===== config.mk =====
export PLATFORM = sky130hd
export DESIGN_NAME = serial_addsub
export DESIGN_NICKNAME = d
export VERILOG_FILES = /design/src/rtl/serial_addsub.sv
export SDC_FILE = /design/constraint.sdc
export NUM_CORES = 1
export LEC_CHECK = 0
export CAP_MARGIN = 5
export CORE_ASPECT_RATIO = 0.75
export CORE_MARGIN = 4
export CORE_UTILIZATION = 40
export DETAILED_ROUTE_END_ITERATION = 10
export GPL_ROUTABILITY_DRIVEN = 1
export GPL_TIMING_DRIVEN = 0
export MAX_ROUTING_LAYER = met4
export PLACE_DENSITY = 0.77
export SLEW_MARGIN = 20
export SYNTH_ARGS = -nofsm -noshare
export SYNTH_HDL_FRONTEND = slang
export SYNTH_SLANG_ARGS = --single-unit

===== constraint.sdc =====
create_clock -name clock -period 1.8 [get_ports clock]
set_input_delay 0.36 -clock clock [delete_from_list [all_inputs] [get_ports clock]]
set_output_delay 0.36 -clock clock [all_outputs]
set_load 0.02 [all_outputs]

===== src/rtl/serial_addsub.sv =====
// serial_addsub -- digit-serial adder/subtractor.
//
// Computes a + b or a - b over WIDTH bits, DIGIT_W bits per clock, with one
// DIGIT_W-bit adder. Subtraction is done as a + ~b + 1: the B operand is
// inverted at acceptance and the carry register is preloaded with 1.
//
// Optional build macro: SERIAL_ADDSUB_SAT_EN
//   defined   -> on signed overflow the result saturates to the most
//                negative / most positive value (carry/overflow stay raw,
//                zero follows the saturated result)
//   undefined -> result wraps modulo 2^WIDTH
//
// Ports:
//   clock, reset          system clock, synchronous active-high reset
//   in_valid / in_ready   operation request handshake (ready only in IDLE)
//   a, b, sub             operands and operation select (1 = a - b)
//   out_valid / out_ready result handshake (valid only in DONE)
//   result                a +/- b (wrapped or saturated)
//   carry                 add: carry out of MSB; sub: 1 = no borrow
//   overflow              two's-complement signed overflow
//   zero                  result == 0
//   busy                  high while digits are being processed
module serial_addsub #(
  parameter int WIDTH   = 8,
  parameter int DIGIT_W = 2
) (
  input  logic             clock,
  input  logic             reset,
  input  logic             in_valid,
  output logic             in_ready,
  input  logic [WIDTH-1:0] a,
  input  logic [WIDTH-1:0] b,
  input  logic             sub,
  output logic             out_valid,
  input  logic             out_ready,
  output logic [WIDTH-1:0] result,
  output logic             carry,
  output logic             overflow,
  output logic             zero,
  output logic             busy
);

  localparam int NUM_DIGITS = WIDTH / DIGIT_W;
  localparam int CNT_W      = (NUM_DIGITS > 1) ? $clog2(NUM_DIGITS) : 1;
  localparam logic [CNT_W-1:0] LAST_DIGIT = CNT_W'(NUM_DIGITS - 1);

  generate
    if (WIDTH < 2 || DIGIT_W < 1 || DIGIT_W > WIDTH || (WIDTH % DIGIT_W) != 0) begin : g_bad_params
      $error("serial_addsub: illegal WIDTH=%0d / DIGIT_W=%0d", WIDTH, DIGIT_W);
    end
  endgenerate

  typedef enum logic [1:0] {
    ST_IDLE,
    ST_BUSY,
    ST_DONE
  } state_t;

  state_t state_reg, state_next;

  logic [WIDTH-1:0] op_a_reg;
  logic [WIDTH-1:0] op_b_reg;     // already XORed with sub
  logic             carry_reg;    // running carry between digits
  logic [CNT_W-1:0] cnt_reg;
  logic             a_msb_reg;
  logic             bx_msb_reg;
  logic [WIDTH-1:0] result_reg;
  logic             carry_out_reg;
  logic             overflow_reg;
  logic             zero_reg;

  logic [DIGIT_W:0] digit_sum;
  logic [WIDTH-1:0] raw_result;   // accumulated sum including this digit
  logic             raw_ovf;
  logic [WIDTH-1:0] final_result;
  logic             last_digit;

  // ---------------------------------------------------------------------
  // Control FSM
  // ---------------------------------------------------------------------
  always_ff @(posedge clock) begin
    if (reset) begin
      state_reg <= ST_IDLE;
    end else begin
      state_reg <= state_next;
    end
  end

  assign last_digit = (cnt_reg == LAST_DIGIT);

  always_comb begin
    state_next = state_reg;
    in_ready   = 1'b0;
    out_valid  = 1'b0;
    busy       = 1'b0;
    case (state_reg)
      ST_IDLE: begin
        in_ready = 1'b1;
        if (in_valid) begin
          state_next = ST_BUSY;
        end
      end
      ST_BUSY: begin
        busy = 1'b1;
        if (last_digit) begin
          state_next = ST_DONE;
        end
      end
      ST_DONE: begin
        out_valid = 1'b1;
        if (out_ready) begin
          state_next = ST_IDLE;
        end
      end
      default: state_next = ST_IDLE;
    endcase
  end

  // ---------------------------------------------------------------------
  // Digit adder and result assembly
  // ---------------------------------------------------------------------
  always_comb begin
    digit_sum = {1'b0, op_a_reg[DIGIT_W-1:0]}
              + {1'b0, op_b_reg[DIGIT_W-1:0]}
              + {{DIGIT_W{1'b0}}, carry_reg};
  end

  // The sum is built LSB digit first by shifting new digits in from the top,
  // so after NUM_DIGITS steps the first digit lands at bit 0. Only the upper
  // WIDTH-DIGIT_W bits need to be held between cycles.
  generate
    if (DIGIT_W == WIDTH) begin : g_single_digit
      assign raw_result = digit_sum[DIGIT_W-1:0];
    end else begin : g_multi_digit
      logic [WIDTH-DIGIT_W-1:0] acc_reg;

      assign raw_result = {digit_sum[DIGIT_W-1:0], acc_reg};

      always_ff @(posedge clock) begin
        if (reset) begin
          acc_reg <= '0;
        end else if (state_reg == ST_BUSY) begin
          acc_reg <= raw_result[WIDTH-1:DIGIT_W];
        end
      end
    end
  endgenerate

  // Overflow only makes sense on the last digit, when raw_result is complete.
  assign raw_ovf = (a_msb_reg == bx_msb_reg) && (raw_result[WIDTH-1] != a_msb_reg);

`ifdef SERIAL_ADDSUB_SAT_EN
  logic [WIDTH-1:0] sat_value;

  // Both operands share a sign when overflow occurs, so a_msb picks the rail.
  assign sat_value    = a_msb_reg ? {1'b1, {(WIDTH-1){1'b0}}} : {1'b0, {(WIDTH-1){1'b1}}};
  assign final_result = raw_ovf ? sat_value : raw_result;
`else
  assign final_result = raw_result;
`endif

  // ---------------------------------------------------------------------
  // Datapath registers
  // ---------------------------------------------------------------------
  always_ff @(posedge clock) begin
    if (reset) begin
      op_a_reg      <= '0;
      op_b_reg      <= '0;
      carry_reg     <= 1'b0;
      cnt_reg       <= '0;
      a_msb_reg     <= 1'b0;
      bx_msb_reg    <= 1'b0;
      result_reg    <= '0;
      carry_out_reg <= 1'b0;
      overflow_reg  <= 1'b0;
      zero_reg      <= 1'b0;
    end else begin
      case (state_reg)
        ST_IDLE: begin
          if (in_valid) begin
            op_a_reg   <= a;
            op_b_reg   <= b ^ {WIDTH{sub}};
            carry_reg  <= sub;
            cnt_reg    <= '0;
            a_msb_reg  <= a[WIDTH-1];
            bx_msb_reg <= b[WIDTH-1] ^ sub;
          end
        end
        ST_BUSY: begin
          op_a_reg  <= op_a_reg >> DIGIT_W;
          op_b_reg  <= op_b_reg >> DIGIT_W;
          carry_reg <= digit_sum[DIGIT_W];
          cnt_reg   <= cnt_reg + 1'b1;
          // Outputs change only when the operation completes, so they hold
          // the previous answer throughout BUSY and stay frozen in DONE.
          if (last_digit) begin
            result_reg    <= final_result;
            carry_out_reg <= digit_sum[DIGIT_W];
            overflow_reg  <= raw_ovf;
            zero_reg      <= (final_result == '0);
          end
        end
        default: begin
        end
      endcase
    end
  end

  assign result   = result_reg;
  assign carry    = carry_out_reg;
  assign overflow = overflow_reg;
  assign zero     = zero_reg;

endmodule


==> results of run 1 <==
[routing by layer]
metal  up-vias  GRT usage, %  routed length (um)
met4         0         6.531                  68
li1        750             -                   -
met1       687         19.81                1857
met3         7         4.510                 217
met2        40         21.40                1617
met5         -             -                   0
[report_power, final]
part	switching, mW	internal, mW	leakage [nW]	total, mW
logic	0.152	0.146	0.423	0.297
clock network	0.302	0.489	0.0645	0.791
registers	0.0288	0.932	0.328	0.961
[worst register-to-register path: stages, from the launching register on]
cell      delay (ns)
dfxtp_2         0.34
inv_2           0.04
fa_2            0.38
fa_2            0.47
or3_1           0.33
a311oi_1        0.25
[worst max path at each step]
stage	end	from	slack [ns]
after global placement	busy	state_reg[1]	-0.20
after CTS	overflow	carry_reg	-0.08
after detailed placement	busy	state_reg[1]	-0.19
after floorplan	overflow	op_a_reg[0]	-0.07
after global routing	overflow	carry_reg	-0.15
final	overflow	carry_reg	-0.09
[repair_timing]
item                                    4_1_cts  5_1_grt
hold endpoints to repair                      0        0
endpoints found under the setup margin        5        3
gates resized for setup                      14        3
setup buffers                                 1        1
pin swaps                                     4        1
[kinds of logic (layout without fill, tap and decap cells)]
group	Yosys count	after routing	share of synthesized area (%)
muxes	1	1	0.5909
AOI/OAI and AO/OA	47	47	18.83
and+or+nand+nor	75	75	19.72
xor gates and xnor gates	8	8	4.136
adders and majority gates	3	3	3.102
buffers and inverters	21	63	6.352
DFF	40	40	47.27
[through the flow]
| stage | setup WS [ns] | instance area [um^2] | setup TNS, ns | utilization, % | hold slack (ns) |
|---|---|---|---|---|---|
| CTS | -0.07999 | 2240 | -0.1256 | 54.91 | 0.4595 |
| global route | -0.1476 | 2243 | -0.2435 | 55.00 | 0.4869 |
| floorplan | -0.06638 | 1697 | -0.06638 | - | 0.4319 |
| finish | -0.09413 | 2243 | -0.1070 | 55.00 | 0.4576 |
| detailed placement | -0.1895 | 2096 | -2.592 | 51.38 | 0.4497 |
| global placement | -0.1973 | 2096 | -1.538 | 51.38 | 0.4456 |
[cell type report]
class                      instances  area [um^2]  share of cell area [%]
tap                               55        68.82                   3.067
buffer                            14        77.57                   3.458
multi-input combinational        134        795.8                   35.47
clock buffer                       7        96.34                   4.294
inverter                           6        27.53                   1.227
sequential                        40        803.3                   35.81
clock inverter                     1        30.03                   1.339
timing repair buffer              35        344.1                   15.34
[cell usage in the layout, fill, tap and decap left out, types with 2 or more instances in the layout]
cell type / synthesis / routed
buf_6: 2 / 3
a21oi_1: 23 / 23
a221oi_1: 2 / 2
nand3_1: 4 / 4
dfxtp_2: 0 / 2
dfxtp_1: 40 / 38
xnor2_1: 6 / 6
a211oi_1: 8 / 8
clkdlybuf4s50_1: 0 / 30
nand3b_1: 3 / 3
nor2_1: 23 / 23
buf_2: 6 / 5
dlygate4sd2_1: 0 / 2
a311oi_1: 2 / 2
fa_2: 0 / 2
inv_2: 0 / 2
a221o_1: 5 / 5
clkbuf_1: 6 / 6
xor2_1: 2 / 2
buf_4: 1 / 3
inv_1: 5 / 3
clkbuf_8: 0 / 7
nand2b_1: 2 / 2
nand2_1: 35 / 35
==> results.toml, run 1 <==
[outcome]
status = "finished with violations"
failed_checks = "setup timing"

[global_routing]
gr-usage-all-layers_pct = 15.06
grt_pass1_vias = 1313
grt_max_degree = 13
grt_pass1_wl_um = 6168
antenna_found_initial = 0
grt_overflow = 0

[yosys]
synth-edff-count = 0
ys.flop_type = "dfxtp_1"
synth_warnings = 0
synth_fp_nets = 219
syn_inst = 195
avgSynthCellArea_um2 = 8.688
ys_seq_area_share_pct = 47.27
synth_cell_types = 37
ys_top_cells_by_area = "dfxtp_1 (47%), nand2_1 (7.8%), a21oi_1 (6.8%)"
yosys_register_bits = 40
syn_area_mm2 = 0.001694
async_reset_ff_share_pct = 0
synth_top_area_share_pct = 47.27
synth.most_common_cell = "dfxtp_1"
synth_top_area_cell = "dfxtp_1"
synth_common_cells = "dfxtp_1 (40), nand2_1 (35), a21oi_1 (23), nor2_1 (23), a211oi_1 (8)"

[layout]
fill_cells = 385
drive_above_1_share_pct = 13.08
syn2layout_area_growth_pct = 32.42
layoutNonFillerInstCount = 292
diodes = 0
nets = 260

[die]
die_w_um = 83.15
dieArea_mm2 = 0.005351
row_count = 20
die_h_um = 64.36
num_io_pins = 35
start_util_pct = 41.53
core_mm2 = 0.004079

[clock_network]
cts-buffers-inserted = 5
cts_sinks = 40
root_buffer = "clkbuf_8"
cts_hold_buf = 0
clock_latency_ns = 0.29
clockBufferDepth = 2
clk_pin_slew_ns = 0.08
htreeDepth = 2
cts_tree = "built"

[worst_hold_path]
min_path_cells = 2
min_to = "result[3]"
hp-class = "reg -> reg"
hold_start = "result[3]"

[worst_setup_path]
timing.critical_path.cells = "inv_2 -> fa_2 -> fa_2 -> or3_1 -> a311oi_1"
cp.arrival_ns = 2.10
required_ns = 2.01
path_delay_family = "adder cells"
cp_num_buf_inv = 1
max_stage_delay_ns = 0.47
critPathKind = "reg -> reg"
path_depth = 5
slowest_stage = "fa_2"
path_max_fanout = 4
r2r_start = "carry_reg"
end_kind = "flop"
r2r_cells = 5
start_kind = "flop"
r2r_slack_ns = -0.09
reg2reg_to = "overflow"
cpMostUsedCell = "fa_2"

[timing]
clock_skew_ns = 0.008818
slew_violations = 0
rsz0062_at_grt = "true"
min_period_ns = 1.894
setup_viol = 2
hold_viol = 0
worst_pin_slew_ns = 0.4814
fin_ws_ns = -0.09413
max_slew_margin_pct = 67.83
period_share_pct = 105.2
max_freq_mhz = 527.9

[route]
drt_wl_total_um = 3761
vias_per_cell = 5.082
wl_per_cell_um = 12.88
vias = 1484
drc = 0
dr.pass1.iters = 4
drtIter0Drc = 96
drtAntennaViolNets = 0

[place]
io_buffer_count = 33
place_inst = 283
gp_congestion = 0.8082
post-dp-hpwl_um = 2726

[job]
cap_violations = 0

[power_and_ir_drop]
powerDensity_mw_per_mm2 = 913.5
peakVddDrop_uv = 348.1
p_total_mw = 2.049
p_leak_nw = 0.8149
Power figures use the tool's default switching activity.
==> run 2, diff against run 1 <==
--- a/config.mk
+++ b/config.mk
@@ -9,6 +9,8 @@
 export CORE_ASPECT_RATIO = 0.75
 export CORE_MARGIN = 4
 export CORE_UTILIZATION = 40
+export CTS_BUF_LIST = sky130_fd_sc_hd__clkbuf_16
+export CTS_CLUSTER_SIZE = 25
 export DETAILED_ROUTE_END_ITERATION = 10
 export GPL_ROUTABILITY_DRIVEN = 1
 export GPL_TIMING_DRIVEN = 0
==> run 2 against run 1 <==
- the flow still finishes with violations (setup timing)
- largest power group is now the clock network
- global-route usage shrank 0.11 points
- setup slack improved by 0.028 ns
- hold slack worse by 0.0026 ns
- critical endpoint unchanged
- core utilization rose by 1.3 points
- highest routed layer unchanged
- sequential power is essentially flat
==> results.toml, run 2 (synthesis gave the netlist of run 1 again) <==
[outcome]
status = "finished with violations"
failed_checks = "setup timing"

[worst_setup_path]
start_kind = "flop"
required_ns = 1.99
path_max_fanout = 4
critPathKind = "reg -> reg"
cp.arrival_ns = 2.06
end_kind = "flop"
r2r_slack_ns = -0.07

[timing]
hold_slack_ns = 0.4550
min_period_ns = 1.866
setup_viol = 1
max_freq_mhz = 536.0
slew_violations = 0
hold_viol = 0
clock_skew_ns = 0.002827
rsz0062_at_grt = "true"
setup-tns-final_ns = -0.06579
max_slew_margin_pct = 68.03
worst_pin_slew_ns = 0.4796
period_share_pct = 103.7
fin_ws_ns = -0.06579

[place]
post-dp-hpwl_um = 2726
place_inst = 283
gp_congestion = 0.8082
dpl_cell_area_mm2 = 0.002096
io_buffer_count = 33

[route]
drtAntennaViolNets = 0
dr.pass1.iters = 4
wl_per_cell_um = 12.60
drt_wl_total_um = 3703
drc = 0
vias_per_cell = 4.946
drtIter0Drc = 101
vias = 1454

[layout]
final_cell_mix = "dfxtp_1 (38), nand2_1 (35), clkdlybuf4s50_1 (30), nor2_1 (23), a21oi_1 (23)"
layoutNonFillerInstCount = 294
final_common_cell = "dfxtp_1"
diodes = 0
syn2layout_area_growth_pct = 35.67
nets = 262
fill_cells = 390
design_area_mm2 = 0.002298
drive_above_1_share_pct = 12.97

[global_routing]
grt_pass1_vias = 1309
gr-usage-all-layers_pct = 14.94
grt_overflow = 0
grt_max_degree = 13
antenna_found_initial = 0
grt_pass1_wl_um = 6120

[clock_network]
clock_latency_ns = 0.28
clk_pin_slew_ns = 0.05
cts_sinks = 40
root_buffer = "clkbuf_16"
cts-buffers-inserted = 5
htreeDepth = 2
cts_hold_buf = 0
cts_tree = "built"
clockBufferDepth = 2

[power_and_ir_drop]
combinationalPowerShare_pct = 13.3
p_total_mw = 2.228
clkPwrFrac_pct = 43.5
p_int_mw = 1.725
swShare_pct = 22.59
powerDensity_mw_per_mm2 = 969.5
p_leak_nw = 0.8398
switchingPower_uw = 503.4
peakVddDrop_uv = 451.7
seqPwrFrac_pct = 43.2

[die]
die_w_um = 83.15
row_count = 20
dieArea_mm2 = 0.005351
start_util_pct = 41.53
core_mm2 = 0.004079
die_h_um = 64.36
num_io_pins = 35

[job]
cap_violations = 0

[worst_hold_path]
hp-class = "reg -> reg"
## run 2: cell count changes in the layout (fill, tap and decap cells not counted)
cell       change
buf_4          +1
buf_6          +1
clkbuf_16      +5
clkbuf_8       -7
clkinv_1       +2
clkinv_4       +1
inv_6          -1
## run 2: layer usage
layer	track usage, %	wire length (um)	vias up
met5	-	0	-
met4	9.388	104	0
met3	3.351	192	7
met2	20.60	1578	38
met1	19.73	1828	660
li1	-	-	749
## run 2: worst paths after layout
| path | from | endpoint | cells past startpoint |
|---|---|---|---|
| max reg2reg | carry_reg | overflow | 5 |
| max | carry_reg | overflow | 5 |
| min | result[3] | result[3] | 2 |
| min reg2reg | result[3] | result[3] | 2 |
## run 2: cell type report
class,instances,area [um^2],share of cell area (%)
clock inverter,3,37.54,1.633
multi-input combinational,134,795.8,34.62
inverter,6,27.53,1.198
tap,55,68.82,2.994
clock buffer,5,125.1,5.444
sequential,40,803.3,34.95
timing repair buffer,36,347.8,15.13
buffer,15,92.59,4.028
## run 2: power by group through the flow
stage                     logic [mW]  clock network [mW]  registers, mW
after floorplan                0.184                   0          0.971
after global placement         0.276                   0          0.978
after detailed placement       0.280                   0          0.979
after CTS                      0.288               0.992          0.961
after global routing           0.330                1.03          0.967
final                          0.297               0.970          0.962
## run 2: what timing repair did
item                       4_1_cts  5_1_grt
pin swaps                        3        0
setup buffers                    1        2
setup endpoints to repair        4        3
resized for setup               12        6
## run 2: metrics by stage
| step | utilization, % | worst slack, ns |
|---|---|---|
| 3_3_place_gp | 51.38 | -0.1973 |
| 2_1_floorplan | - | -0.06638 |
| 3_5_place_dp | 51.38 | -0.1895 |
| 4_1_cts | 55.64 | -0.06508 |
| 5_1_grt | 56.35 | -0.1172 |
| 6_report | 56.35 | -0.06579 |
## run 2: critical path, stage by stage, from the launching register on
cell,delay (ns)
dfxtp_2,0.33
inv_2,0.04
fa_2,0.38
fa_2,0.46
or3_1,0.32
a311oi_1,0.25
